$ cat src/rtl/fetch_pc_stage.sv
// rtl/fetch_pc_stage.sv - fetch PC sequencer and IF/ID pipeline register
// Optional perf counters are built only when FETCH_PERF_CNT_EN is defined.
module fetch_pc_stage #(
  parameter logic [31:0] RESET_PC  = 32'h0000_0000,
  parameter logic [31:0] NOP_INSTR = 32'h0000_0013
) (
  input  logic        clk,
  input  logic        reset,
  input  logic        stall_f,
  input  logic        stall_d,
  input  logic        flush_d,
  input  logic        eval_branch,
  input  logic        predict_branch,
  input  logic [31:0] target_final,
  input  logic [31:0] instr_f,
  output logic [31:0] pc_f,
  output logic [31:0] instr_d,
  output logic [31:0] pc_d,
  output logic [31:0] pc_plus4_d,
  output logic        pred_taken_d,
  output logic [31:0] pred_target_d,
  output logic        valid_d,
  output logic        misalign_err,
  output logic [31:0] pred_taken_cnt,
  output logic [31:0] redirect_cnt
);

  logic [31:0] pc_f_q, pc_f_d;
  logic [31:0] instr_d_q, instr_d_d;
  logic [31:0] pc_d_q, pc_d_d;
  logic [31:0] pc_plus4_d_q, pc_plus4_d_d;
  logic        pred_taken_d_q, pred_taken_d_d;
  logic [31:0] pred_target_d_q, pred_target_d_d;
  logic        valid_d_q, valid_d_d;
  logic        misalign_err_q, misalign_err_d;

  logic [31:0] pc_plus4_f;
  logic [31:0] target_aligned;
  logic        target_taken;
  logic        id_clear;
  logic        id_load;

  assign pc_plus4_f     = pc_f_q + 32'd4;
  assign target_aligned = {target_final[31:2], 2'b00};
  // A redirect overrides stall_f; a prediction only counts when the PC actually moves.
  assign target_taken   = eval_branch | (predict_branch & ~stall_f);
  assign id_clear       = eval_branch | flush_d;
  assign id_load        = ~id_clear & ~stall_d;

  always_comb begin
    pc_f_d         = pc_f_q;
    misalign_err_d = misalign_err_q;
    if (eval_branch) begin
      pc_f_d = target_aligned;
    end else if (!stall_f) begin
      pc_f_d = predict_branch ? target_aligned : pc_plus4_f;
    end
    if (target_taken && (target_final[1:0] != 2'b00)) begin
      misalign_err_d = 1'b1;
    end
  end

  always_comb begin
    instr_d_d       = instr_d_q;
    pc_d_d          = pc_d_q;
    pc_plus4_d_d    = pc_plus4_d_q;
    pred_taken_d_d  = pred_taken_d_q;
    pred_target_d_d = pred_target_d_q;
    valid_d_d       = valid_d_q;
    if (id_clear) begin
      instr_d_d       = NOP_INSTR;
      pc_d_d          = pc_f_q;
      pc_plus4_d_d    = pc_plus4_f;
      pred_taken_d_d  = 1'b0;
      pred_target_d_d = 32'h0;
      valid_d_d       = 1'b0;
    end else if (id_load) begin
      instr_d_d       = instr_f;
      pc_d_d          = pc_f_q;
      pc_plus4_d_d    = pc_plus4_f;
      pred_taken_d_d  = predict_branch;
      pred_target_d_d = target_final;
      valid_d_d       = 1'b1;
    end
  end

  always_ff @(posedge clk or posedge reset) begin
    if (reset) begin
      pc_f_q          <= RESET_PC;
      instr_d_q       <= NOP_INSTR;
      pc_d_q          <= 32'h0;
      pc_plus4_d_q    <= 32'h0;
      pred_taken_d_q  <= 1'b0;
      pred_target_d_q <= 32'h0;
      valid_d_q       <= 1'b0;
      misalign_err_q  <= 1'b0;
    end else begin
      pc_f_q          <= pc_f_d;
      instr_d_q       <= instr_d_d;
      pc_d_q          <= pc_d_d;
      pc_plus4_d_q    <= pc_plus4_d_d;
      pred_taken_d_q  <= pred_taken_d_d;
      pred_target_d_q <= pred_target_d_d;
      valid_d_q       <= valid_d_d;
      misalign_err_q  <= misalign_err_d;
    end
  end

`ifdef FETCH_PERF_CNT_EN
  logic [31:0] pred_taken_cnt_q, pred_taken_cnt_d;
  logic [31:0] redirect_cnt_q, redirect_cnt_d;

  always_comb begin
    pred_taken_cnt_d = pred_taken_cnt_q;
    redirect_cnt_d   = redirect_cnt_q;
    if (id_load && predict_branch) pred_taken_cnt_d = pred_taken_cnt_q + 32'd1;
    if (eval_branch)               redirect_cnt_d   = redirect_cnt_q + 32'd1;
  end

  always_ff @(posedge clk or posedge reset) begin
    if (reset) begin
      pred_taken_cnt_q <= 32'h0;
      redirect_cnt_q   <= 32'h0;
    end else begin
      pred_taken_cnt_q <= pred_taken_cnt_d;
      redirect_cnt_q   <= redirect_cnt_d;
    end
  end

  assign pred_taken_cnt = pred_taken_cnt_q;
  assign redirect_cnt   = redirect_cnt_q;
`else
  assign pred_taken_cnt = 32'h0;
  assign redirect_cnt   = 32'h0;
`endif

  assign pc_f          = pc_f_q;
  assign instr_d       = instr_d_q;
  assign pc_d          = pc_d_q;
  assign pc_plus4_d    = pc_plus4_d_q;
  assign pred_taken_d  = pred_taken_d_q;
  assign pred_target_d = pred_target_d_q;
  assign valid_d       = valid_d_q;
  assign misalign_err  = misalign_err_q;

endmodule

$ cat config.mk
export PLATFORM = sky130hd
export DESIGN_NAME = fetch_pc_stage
export DESIGN_NICKNAME = d
export VERILOG_FILES = /design/src/rtl/fetch_pc_stage.sv
export SDC_FILE = /design/constraint.sdc
export NUM_CORES = 1
export LEC_CHECK = 0
export CELL_PAD_IN_SITES_DETAIL_PLACEMENT = 0
export CELL_PAD_IN_SITES_GLOBAL_PLACEMENT = 1
export CORE_ASPECT_RATIO = 0.6
export CORE_MARGIN = 3
export CORE_UTILIZATION = 32
export DETAILED_ROUTE_END_ITERATION = 7
export PLACE_DENSITY = 0.92
export SYNTH_ARGS = -nofsm -noshare
export SYNTH_HDL_FRONTEND = slang
export SYNTH_SLANG_ARGS = --single-unit
$ cat constraint.sdc
create_clock -name clk -period 6.8 [get_ports clk]
set_clock_uncertainty 0.2 [all_clocks]
set_input_delay 2.04 -clock clk [delete_from_list [all_inputs] [get_ports clk]]
set_output_delay 2.04 -clock clk [all_outputs]
set_load 0.05 [all_outputs]
==> Word level (Yosys, flattened, before mapping) <==
Index checks and enable logic that the tools add are counted.
{ "classes": {"n_addsub": 1, "n_mul": 0, "div": 0, "magnitude_cmp": 0, "eq_ne": 1, "shift": 0, "mux": 15, "bitwise": 7, "n_reduce_logical": 3} }
{ "op_table": {"columns": ["op", "count"], "rows": [
  ["32-bit 2-to-1 mux", 11],
  ["32-bit by 3-bit adder with 32-bit output (second input constant)", 1],
  ["1-bit 2-to-1 mux", 4],
  ["2-bit nonzero test", 2],
  ["1-bit NOT", 3],
  ["1-bit AND", 2],
  ["2-bit by 1-bit != test with 1-bit output (second input constant)", 1],
  ["1-bit bitwise OR", 2],
  ["1-bit logical AND", 1]
]} }
{ "totals": {"register_bits": 163, "latchBits": 0, "ramBits": 0, "mem_bits_ro": 0, "inputBits": 71, "out_inout_bits": 227, "word_cells": 35, "memories": 0} }

==> Depth between registers and ports, before layout <==
Gate-level depths: netlist (run 1).
{ "logic_depth": {"ltp_word": 5, "ltp_mapped": 8} }

==> Least setup slack after synthesis (run 1) <==
Ideal clock, no wire load.
{ "synth_timing": {"path_type": "in2reg", "start": "input eval_branch", "end": "register pc_f_q[20] (netlist: pc_f[20])", "setup_ns": 0.116, "t_arrival_ns": 3.342, "required_ns": 6.484, "path_slack_ns": 3.142, "cell_stages": 7, "path_buffers": 3, "cell_sequence": "clkbuf_1 nor2_1 nor2_1 clkbuf_1 clkbuf_1 nand2_1 o311ai_0"} }
{ "synth_via": {"elab_chain_cells": 1, "word_cells_on_any_way": 2, "classes_between": "eq/ne (1); mux (1)"} }
{ "synth_rtl": {"columns": ["item", "line", "text"], "rows": [
  ["start, declared", "12", "input logic eval_branch,"],
  ["2-bit by 1-bit != test with 1-bit output (no source line) or 32-bit 2-to-1 mux (tied branches)", null, null],
  ["end signal, assigned", "98", "pc_f_q <= pc_f_d;"],
  ["end, declared", "28", "logic [31:0] pc_f_q, pc_f_d;"]
]} }
Parallel ways exist; a longest one is shown, timed or not.
A chain may end at the register's enable or synchronous reset.

==> Final worst setup path (run 1) <==
{ "layout_timing": {"start": "input stall_f", "end": "register pc_f_q[14] (netlist: pc_f[14])"} }
{ "layout_via": {"elab_chain_cells": 1} }
{ "layout_rtl": {"columns": ["item", "line", "text"], "rows": [
  ["start, declared", "9", "input logic stall_f,"],
  ["2-bit by 1-bit != test with 1-bit output (no source line)", null, null]
]} }
Every way passes these cells.

==> impl_metrics.yaml, run 1 <==
worst_setup_path:
  crit_fanout: 20
  path_class: "in -> reg"
  required_ns: 6.87
  startpoint_type: "input pin"
  critPathCaptureType: "register"
  arrival_ns: 4.64
power:
  power.switching_w: 0.00105
  powerDensity_mw_per_mm2: 286
  netSwitchingFraction_pct: 35.9
  peakVddDrop_mv: 0.167
  seq_power_share_pct: 37.8
  power_frac_comb_pct: 26.4
  finalPower_w: 0.00292
  intPower_w: 0.00187
  pwr-share-clk_pct: 35.9
  power.leakage_nw: 4.42
yosys:
  yosysMostFrequentCell: "dfrtp_1"
  synth_flop_cell: "dfrtp_1"
  ys_types: 50
  netlist_instances: 731
  syn_area_sq_mm: 0.00732
  postSynth.asyncResetShare_pct: 100
  ys_ff_latch: 157
  synth_top_cell_by_area: "dfrtp_1"
  synth_common_cells: "154 x dfrtp_1, 142 x nand2_1, 70 x buf_4"
  synth_edf_count: 0
  yosysWarnings: 0
  yosysTopAreaCellShare_pct: 52.7
  synthTopCellsByArea: "dfrtp_1 53%, a22o_1 7.3%, nand2_1 7.3%"
  syn_avg_cell_area_sq_um: 10.0
  ys_seq_area_share_pct: 53.7
place:
  pre_cts_slack_ns: 1.83
  port_buffers: 227
  hpwl_um: 17000
  place_inst: 1220
  gp_congestion: 0.880
clocking:
  cts_root_buffer: "clkbuf_16"
  clkTransAtPathRegs_ns: 0.07
  cts_buffers: 17
  ctsHoldBuffers: 0
  postCtsSetupRepairBufs: 0
  clockBufferDepth: 2
  clock_latency_ns: 0.43
  clock_sinks: 157
  htree_levels: 4
  cts.repair.resized: 0
  cts_tree: "built"
grt:
  grt_util_met1_pct: 27.5
  grt-busiest-layer: "met1"
  grt_first_pass_wirelength_um: 36100
  gr-usage-met3_pct: 6.68
  first_global_vias: 5800
  grtUsageTotal_pct: 19.2
  grt_overflow: 0
  antenna_found_initial: 0
  grtUsageMet2_pct: 26.8
  grt_max_degree: 89
timing:
  finalSetupViolations: 0
  final.setup.tns_ns: 0
  layout_min_cycle_time_ns: 4.57
  worstMarginPinSlew_ns: 1.13
  fin_ws_ns: 2.23
  drv_slew: 0
  fmaxAchievable_ghz: 0.219
  grt_setup_unrepaired: "false"
  slew_headroom_pct: 24.1
  period_share_pct: 67.2
  hold_violations: 0
route:
  drt-pass1-iter-count: 5
  post_drt_wl_per_cell_um: 19.2
  ant_nets: 0
  vias_per_cell: 4.85
  vias: 6076
  drtIter0Drc: 398
  drt_wl_total_um: 24000
  drc: 0
final_layout:
  fillers: 2123
  diodes: 0
  nets: 1003
  fin_cells: 1252
  drive_gt1_share_pct: 5.61
  multi_input_area_sq_mm: 0.00290
  regArea_sq_mm: 0.00393
  area_delta_synth_final_pct: 39.5
run:
  cap_violations: 0
floorplanning:
  die_x_um: 201
  die_height_um: 123
  initial_utilization_pct: 32.9
  pin_count: 298
  dieArea_sq_mm: 0.0248
  core_area_sq_mm: 0.0222
  row_count: 42
status:
  status: "completed"
hold_path:
  worstHoldPathType: "reg -> reg"
[path summary, 6_finish.rpt]
| check | from | endpoint | slack [ns] | cells after the start |
|---|---|---|---|---|
| max reg2reg | pc_f[6]$_DFFE_PP0P_ | pc_f[26]$_DFFE_PP0P_ | 3.69 | 5 |
| min | pc_d[4]$_DFFE_PP0P_ | pc_d[4]$_DFFE_PP0P_ | 0.27 | 2 |
| max | stall_f | pc_f[14]$_DFFE_PP0P_ | 2.23 | 6 |
| min in group asynchronous | reset | pc_d[12]$_DFFE_PP0P_ | 1.95 | 2 |
| min reg2reg | pc_d[4]$_DFFE_PP0P_ | pc_d[4]$_DFFE_PP0P_ | 0.27 | 2 |
| max in group asynchronous | reset | instr_d[1]$_DFFE_PP1P_ | 3.36 | 3 |
[layer usage]
metal  vias up  wire length [um]
li1       2814                 -
met1      2976             11500
met2       257              9950
met3        29              2180
met4         0               461
met5         -                 0
[registers in the layout (all words and copies together), names as in the netlist]
signal	count
instr_d	32
pred_target_d	32
pc_d	30
pc_f	30
pc_plus4_d	30
misalign_err	1
pred_taken_d	1
valid_d	1
[through the flow]
step	util, %	area, sq um	hold slack [ns]
2_1_floorplan	-	7580	0.473
3_3_place_gp	43.1	9580	0.249
4_1_cts	45.9	10200	0.270
5_1_grt	45.9	10200	0.288
6_report	45.9	10200	0.268
3_5_place_dp	43.1	9580	0.254
[layout make-up]
| class | count | share of cell area (%) |
|---|---|---|
| inverter | 7 | 0.306 |
| clock buffer | 19 | 4.34 |
| clock inverter | 13 | 1.85 |
| tap | 308 | 3.77 |
| timing repair buffer | 234 | 22.8 |
| multi-input combinational | 514 | 28.4 |
| sequential | 157 | 38.5 |
[power by group through the flow]
stage                     combinational [W]  clock (W)  sequential, W
after floorplan                    0.000270          0        0.00136
after global placement             0.000766          0        0.00111
after detailed placement           0.000770          0        0.00112
after CTS                          0.000772    0.00107        0.00110
after global routing               0.000806    0.00111        0.00111
final                              0.000768    0.00105        0.00110
[critical path, stage by stage]
cell,delay [ns]
clkdlybuf4s50_1,0.88
nor2b_1,0.79
nor2_2,0.39
mux2_2,0.37
a21oi_1,0.11
a31oi_1,0.05
[cell usage in the layout (no fill, tap or decap), types with 5 or more instances in the layout]
| cell | instances |
|---|---|
| nor2_1 | 23 |
| clkdlybuf4s50_1 | 227 |
| xor2_1 | 19 |
| nand4_1 | 10 |
| xnor2_1 | 9 |
| nand2_1 | 141 |
| clkbuf_16 | 17 |
| o21ai_0 | 47 |
| o311ai_0 | 5 |
| a22o_1 | 61 |
| and3_1 | 7 |
| o211ai_1 | 5 |
| buf_4 | 7 |
| o22a_1 | 9 |
| nor3_1 | 10 |
| inv_1 | 6 |
| conb_1 | 70 |
| nor4_1 | 5 |
| dfrtp_1 | 154 |
| nand3_1 | 19 |
| a21oi_1 | 16 |
[cell families after synthesis]
| family | after synthesis | share of synthesized area, % |
|---|---|---|
| DFF | 157 | 53.7 |
| adders and majority gates | 1 | 0.171 |
| muxes | 3 | 0.427 |
| xor gates and xnor gates | 28 | 3.35 |
| buffers and inverters | 129 | 10.3 |
| and+or+nand+nor | 239 | 14.8 |
| other | 1 | 0.0513 |
| AOI/OAI and AO/OA | 173 | 17.2 |
Note: power is estimated with default switching activity, not from simulation.
==> inputs of run 2 (changes only) <==
- CORE_UTILIZATION: 32 -> 29
- PLACE_DENSITY: 0.92 -> 0.89
- clock period: 6.8 -> 4 ns (I/O delays scaled with it)
==> impl_metrics.yaml, run 2 (synthesis results as in run 1) <==
status:
  status: "completed"
timing:
  layout_min_cycle_time_ns: 3.37
  finalSetupViolations: 0
  worstMarginPinSlew_ns: 1.03
  period_share_pct: 84.3
  grt_setup_unrepaired: "false"
  final.setup.tns_ns: 0
  slew_headroom_pct: 30.8
  fmaxAchievable_ghz: 0.296
  hold_violations: 0
  drv_slew: 0
clocking:
  htree_levels: 4
  clkTransAtPathRegs_ns: 0.07
  cts_tree: "built"
  postCtsSetupRepairBufs: 0
  ctsHoldBuffers: 0
  clock_sinks: 157
  cts_buffers: 17
  clockBufferDepth: 2
  cts_root_buffer: "clkbuf_16"
  cts.repair.resized: 0
  clock_latency_ns: 0.43
worst_setup_path:
  crit_chain: "clkdlybuf4s50_1"
  reg2reg_slack_ns: 1.11
  cp_top_family: "buffers and inverters"
  rr_startpoint: "pc_f[4]$_DFFE_PP0P_"
  cp_slowest_cell: "clkdlybuf4s50_1"
  crit-reg2reg-capture: "pc_plus4_d[17]$_DFFE_PP0P_"
  required_ns: 2.60
  crit_fanout: 11
  critPathCaptureType: "output pin"
  crit_start: "pc_f[6]$_DFFE_PP0P_"
  worst-path-buf-inv: 1
  path_class: "reg -> out"
  r2r_cells: 5
  max_stage_delay_ns: 0.92
  arrival_ns: 1.97
  startpoint_type: "register"
route:
  vias_per_cell: 4.78
  ant_nets: 0
  drt-pass1-iter-count: 5
  drtIter0Drc: 421
  post_drt_wl_per_cell_um: 19.3
  vias: 6131
  drc: 0
  drt_wl_total_um: 24800
power:
  netSwitchingFraction_pct: 36.4
  power.switching_w: 0.00177
  finalPower_w: 0.00485
  powerDensity_mw_per_mm2: 469
  power.leakage_nw: 4.48
  seq_power_share_pct: 38.5
  power_frac_comb_pct: 27.6
  pwr-share-clk_pct: 34.0
  peakVddDrop_mv: 0.299
  intPower_w: 0.00309
hold_path:
  worstHoldPathType: "reg -> reg"
  whs_path_depth: 2
  whs_endpoint: "pc_d[11]$_DFFE_PP0P_"
  holdCritStartpoint: "pc_d[11]$_DFFE_PP0P_"
grt:
  grt_max_degree: 66
  antenna_found_initial: 0
  grt_overflow: 0
  grtUsageTotal_pct: 18.0
  grt_first_pass_wirelength_um: 36900
  first_global_vias: 5918
place:
  place_area_sq_mm: 0.00976
  hpwl_um: 18300
  port_buffers: 227
  gp_congestion: 0.841
floorplanning:
  row_count: 44
  die_height_um: 129
  core_area_sq_mm: 0.0245
  dieArea_sq_mm: 0.0272
  pin_count: 298
  initial_utilization_pct: 29.9
  die_x_um: 211
final_layout:
  nets: 1019
  diodes: 0
  final_util_pct: 42.3
  area_delta_synth_final_pct: 41.6
  layout_common_cells: "227 x clkdlybuf4s50_1, 154 x dfrtp_1, 142 x nand2_1, 70 x conb_1, 61 x a22o_1"
  fillers: 2350
  fin_area_sq_mm: 0.0104
  drive_gt1_share_pct: 7.19
  regArea_sq_mm: 0.00393
  layout_commonest_cell: "clkdlybuf4s50_1"
  multi_input_area_sq_mm: 0.00290
run:
  cap_violations: 0
-- run 2: power by group through the flow --
stage | Sequential [W] | Clock (W) | Combinational, W
final | 0.00187 | 0.00165 | 0.00134
after global routing | 0.00189 | 0.00177 | 0.00140
after CTS | 0.00187 | 0.00171 | 0.00134
after detailed placement | 0.00189 | 0 | 0.00134
after global placement | 0.00189 | 0 | 0.00133
after floorplan | 0.00232 | 0 | 0.000460
-- run 2: worst max-delay path by stage --
stage | endpoint | slack [ns] | depth (start not counted)
after floorplan | instr_d[10]$_DFFE_PP0P_ | 0.62 | 1
after global placement | pc_f[14]$_DFFE_PP0P_ | 0.59 | 7
after detailed placement | pc_f[14]$_DFFE_PP0P_ | 0.56 | 7
after CTS | pc_f[6] | 0.60 | 1
after global routing | pc_f[6] | 0.57 | 1
final | pc_f[6] | 0.63 | 1
-- run 2: metal layers --
layer | part of all wire, % | GRT usage [%] | up-vias
met3 | 8.7 | 6.19 | 25
met1 | 47 | 25.5 | 2991
met5 | 0 | 0 | -
met2 | 43 | 26.3 | 270
met4 | 1.6 | 4.84 | 0
li1 | - | - | 2845
-- run 2: layout make-up --
cell class                 instances  share of cell area (%)
clock inverter                    12                    1.32
inverter                           7                   0.290
multi-input combinational        514                    28.0
timing repair buffer             250                    24.1
tap                              322                    3.89
sequential                       157                    38.0
clock buffer                      20                    4.41
-- run 2: through the flow --
stage | worst slack [ns] | hold WS, ns | std cells
after floorplan | 0.616 | 0.473 | 800
after global placement | 0.588 | 0.252 | 1250
final | 0.626 | 0.270 | 1282
after global routing | 0.572 | 0.299 | 1282
after detailed placement | 0.559 | 0.262 | 1250
after CTS | 0.603 | 0.276 | 1282
-- run 2: worst reg2reg max path, delay by kind of cell, from the launching register on --
kind | cells | cell delay [ns]
compound gates | 1 | 0.14
xor+xnor | 1 | 0.21
flops | 1 | 0.53
simple gates | 3 | 1.74
==> inputs of run 3 (changes only) <==
- clock period: 4 -> 3.02 ns (I/O delays scaled with it)
==> impl_metrics.yaml, run 3 (synthesis results as in run 1) <==
worst_setup_path:
  max_stage_delay_ns: 0.87
  required_ns: 1.91
  rr_startpoint: "pc_f[3]$_DFFE_PP0P_"
  crit_start: "pc_f[9]$_DFFE_PP0P_"
  critPathCaptureType: "output pin"
  crit_fanout: 8
  cp_top_family: "buffers and inverters"
  path_class: "reg -> out"
  cp_slowest_cell: "clkdlybuf4s50_1"
  arrival_ns: 1.84
  startpoint_type: "register"
  crit_chain: "clkdlybuf4s50_1"
  worst-path-buf-inv: 1
clocking:
  postCtsSetupRepairBufs: 0
  cts_buffers: 17
  cts_tree: "built"
  ctsHoldBuffers: 0
  clockBufferDepth: 2
  clock_sinks: 157
  clock_latency_ns: 0.43
  cts_root_buffer: "clkbuf_16"
  htree_levels: 4
  clkTransAtPathRegs_ns: 0.07
final_layout:
  nets: 1048
  layout_common_cells: "220 x clkdlybuf4s50_1, 154 x dfrtp_1, 142 x nand2_1, 70 x conb_1, 61 x a22o_1"
  final_util_pct: 43.6
  area_delta_synth_final_pct: 46.0
  layout_commonest_cell: "clkdlybuf4s50_1"
  regArea_sq_mm: 0.00393
  drive_gt1_share_pct: 9.81
  multi_input_area_sq_mm: 0.00290
  fillers: 2363
floorplanning:
  die_x_um: 211
  die_height_um: 129
  dieArea_sq_mm: 0.0272
  core_area_sq_mm: 0.0245
  row_count: 44
  pin_count: 298
  initial_utilization_pct: 29.9
grt:
  first_global_vias: 6210
  grtUsageTotal_pct: 18.5
  grt_overflow: 0
  grt_max_degree: 62
  grt_first_pass_wirelength_um: 38100
  antenna_found_initial: 1
timing:
  layout_min_cycle_time_ns: 2.95
  fmaxAchievable_ghz: 0.340
  hold_violations: 0
  drv_slew: 0
  slew_headroom_pct: 58.6
  period_share_pct: 97.5
  worstMarginPinSlew_ns: 0.620
  grt_setup_unrepaired: "false"
  finalSetupViolations: 0
  final.setup.tns_ns: 0
power:
  peakVddDrop_mv: 0.354
  powerDensity_mw_per_mm2: 624
  power.leakage_nw: 4.72
  finalPower_w: 0.00667
route:
  drt_wl_total_um: 25300
  drt-pass1-iter-count: 5
  vias_per_cell: 4.79
  drtIter0Drc: 499
  vias: 6287
  ant_nets: 0
  drc: 0
  post_drt_wl_per_cell_um: 19.2
hold_path:
  worstHoldPathType: "reg -> reg"
  holdCritStartpoint: "pc_d[11]$_DFFE_PP0P_"
place:
  hpwl_um: 19100
  gp_congestion: 0.843
  port_buffers: 227
run:
  cap_violations: 0
status:
  status: "completed"
## run 3: cell types whose count changed in the layout (fill, tap and decap cells not counted), moves of 2 or more
cell | previous run | this run
clkdlybuf4s50_1 | 227 | 220
buf_4 | 19 | 46
dlymetal6s2s_1 | 0 | 5
buf_12 | 4 | 8
clkbuf_1 | 1 | 4
bufinv_16 | 2 | 5
clkinv_4 | 3 | 1
clkinvlp_4 | 4 | 2
## run 3: path summary, 6_finish.rpt
check | to | slack [ns] | cells after the start
setup / recovery | pc_f[9] | 0.07 | 1
hold / removal | pc_d[11]$_DFFE_PP0P_ | 0.26 | 2
setup reg to reg | pc_f[26]$_DFFE_PP0P_ | 0.41 | 6
hold reg to reg | pc_d[11]$_DFFE_PP0P_ | 0.26 | 2
max in group asynchronous | instr_d[1]$_DFFE_PP1P_ | 1.30 | 3
min in group asynchronous | pc_plus4_d[16]$_DFFE_PP0P_ | 0.63 | 2
## run 3: metrics by stage
| step | hold slack, ns | setup slack, ns | instances | area [sq um] |
|---|---|---|---|---|
| final | 0.264 | 0.0746 | 1312 | 10700 |
| after global routing | 0.302 | 0.0195 | 1312 | 10700 |
| after CTS | 0.271 | 0.0315 | 1311 | 10700 |
| after detailed placement | 0.257 | 0.0215 | 1279 | 10000 |
| after global placement | 0.254 | 0.0470 | 1279 | 10000 |
| after floorplan | 0.473 | -0.0704 | 800 | 7580 |
## run 3: where the power goes
part,switching (W),internal (W),total [W]
Combinational,0.00128,0.000575,0.00186
Sequential,0.000152,0.00228,0.00243
Clock,0.000887,0.00149,0.00238
Total,0.00232,0.00435,0.00667
## run 3: metal layers
metal	track usage, %	vias up	part of all wire [%]	routed length [um]
met5	0	-	0	0
met4	5.00	0	1.3	325
met3	5.90	17	8.2	2080
met2	27.1	258	43	10900
met1	26.6	3098	47	11900
li1	-	2914	-	-
## run 3: layout make-up
class | instances | area share [%]
antenna | 1 | 0.0234
clock inverter | 10 | 1.73
timing repair buffer | 279 | 25.9
tap | 322 | 3.77
sequential | 157 | 36.8
clock buffer | 22 | 4.25
multi-input combinational | 514 | 27.2
inverter | 7 | 0.281
## run 3: repair_timing
action | CTS | global route
setup endpoints to repair | 0 | 5
gates resized for setup | 0 | 5
hold endpoints to repair | 0 | 0
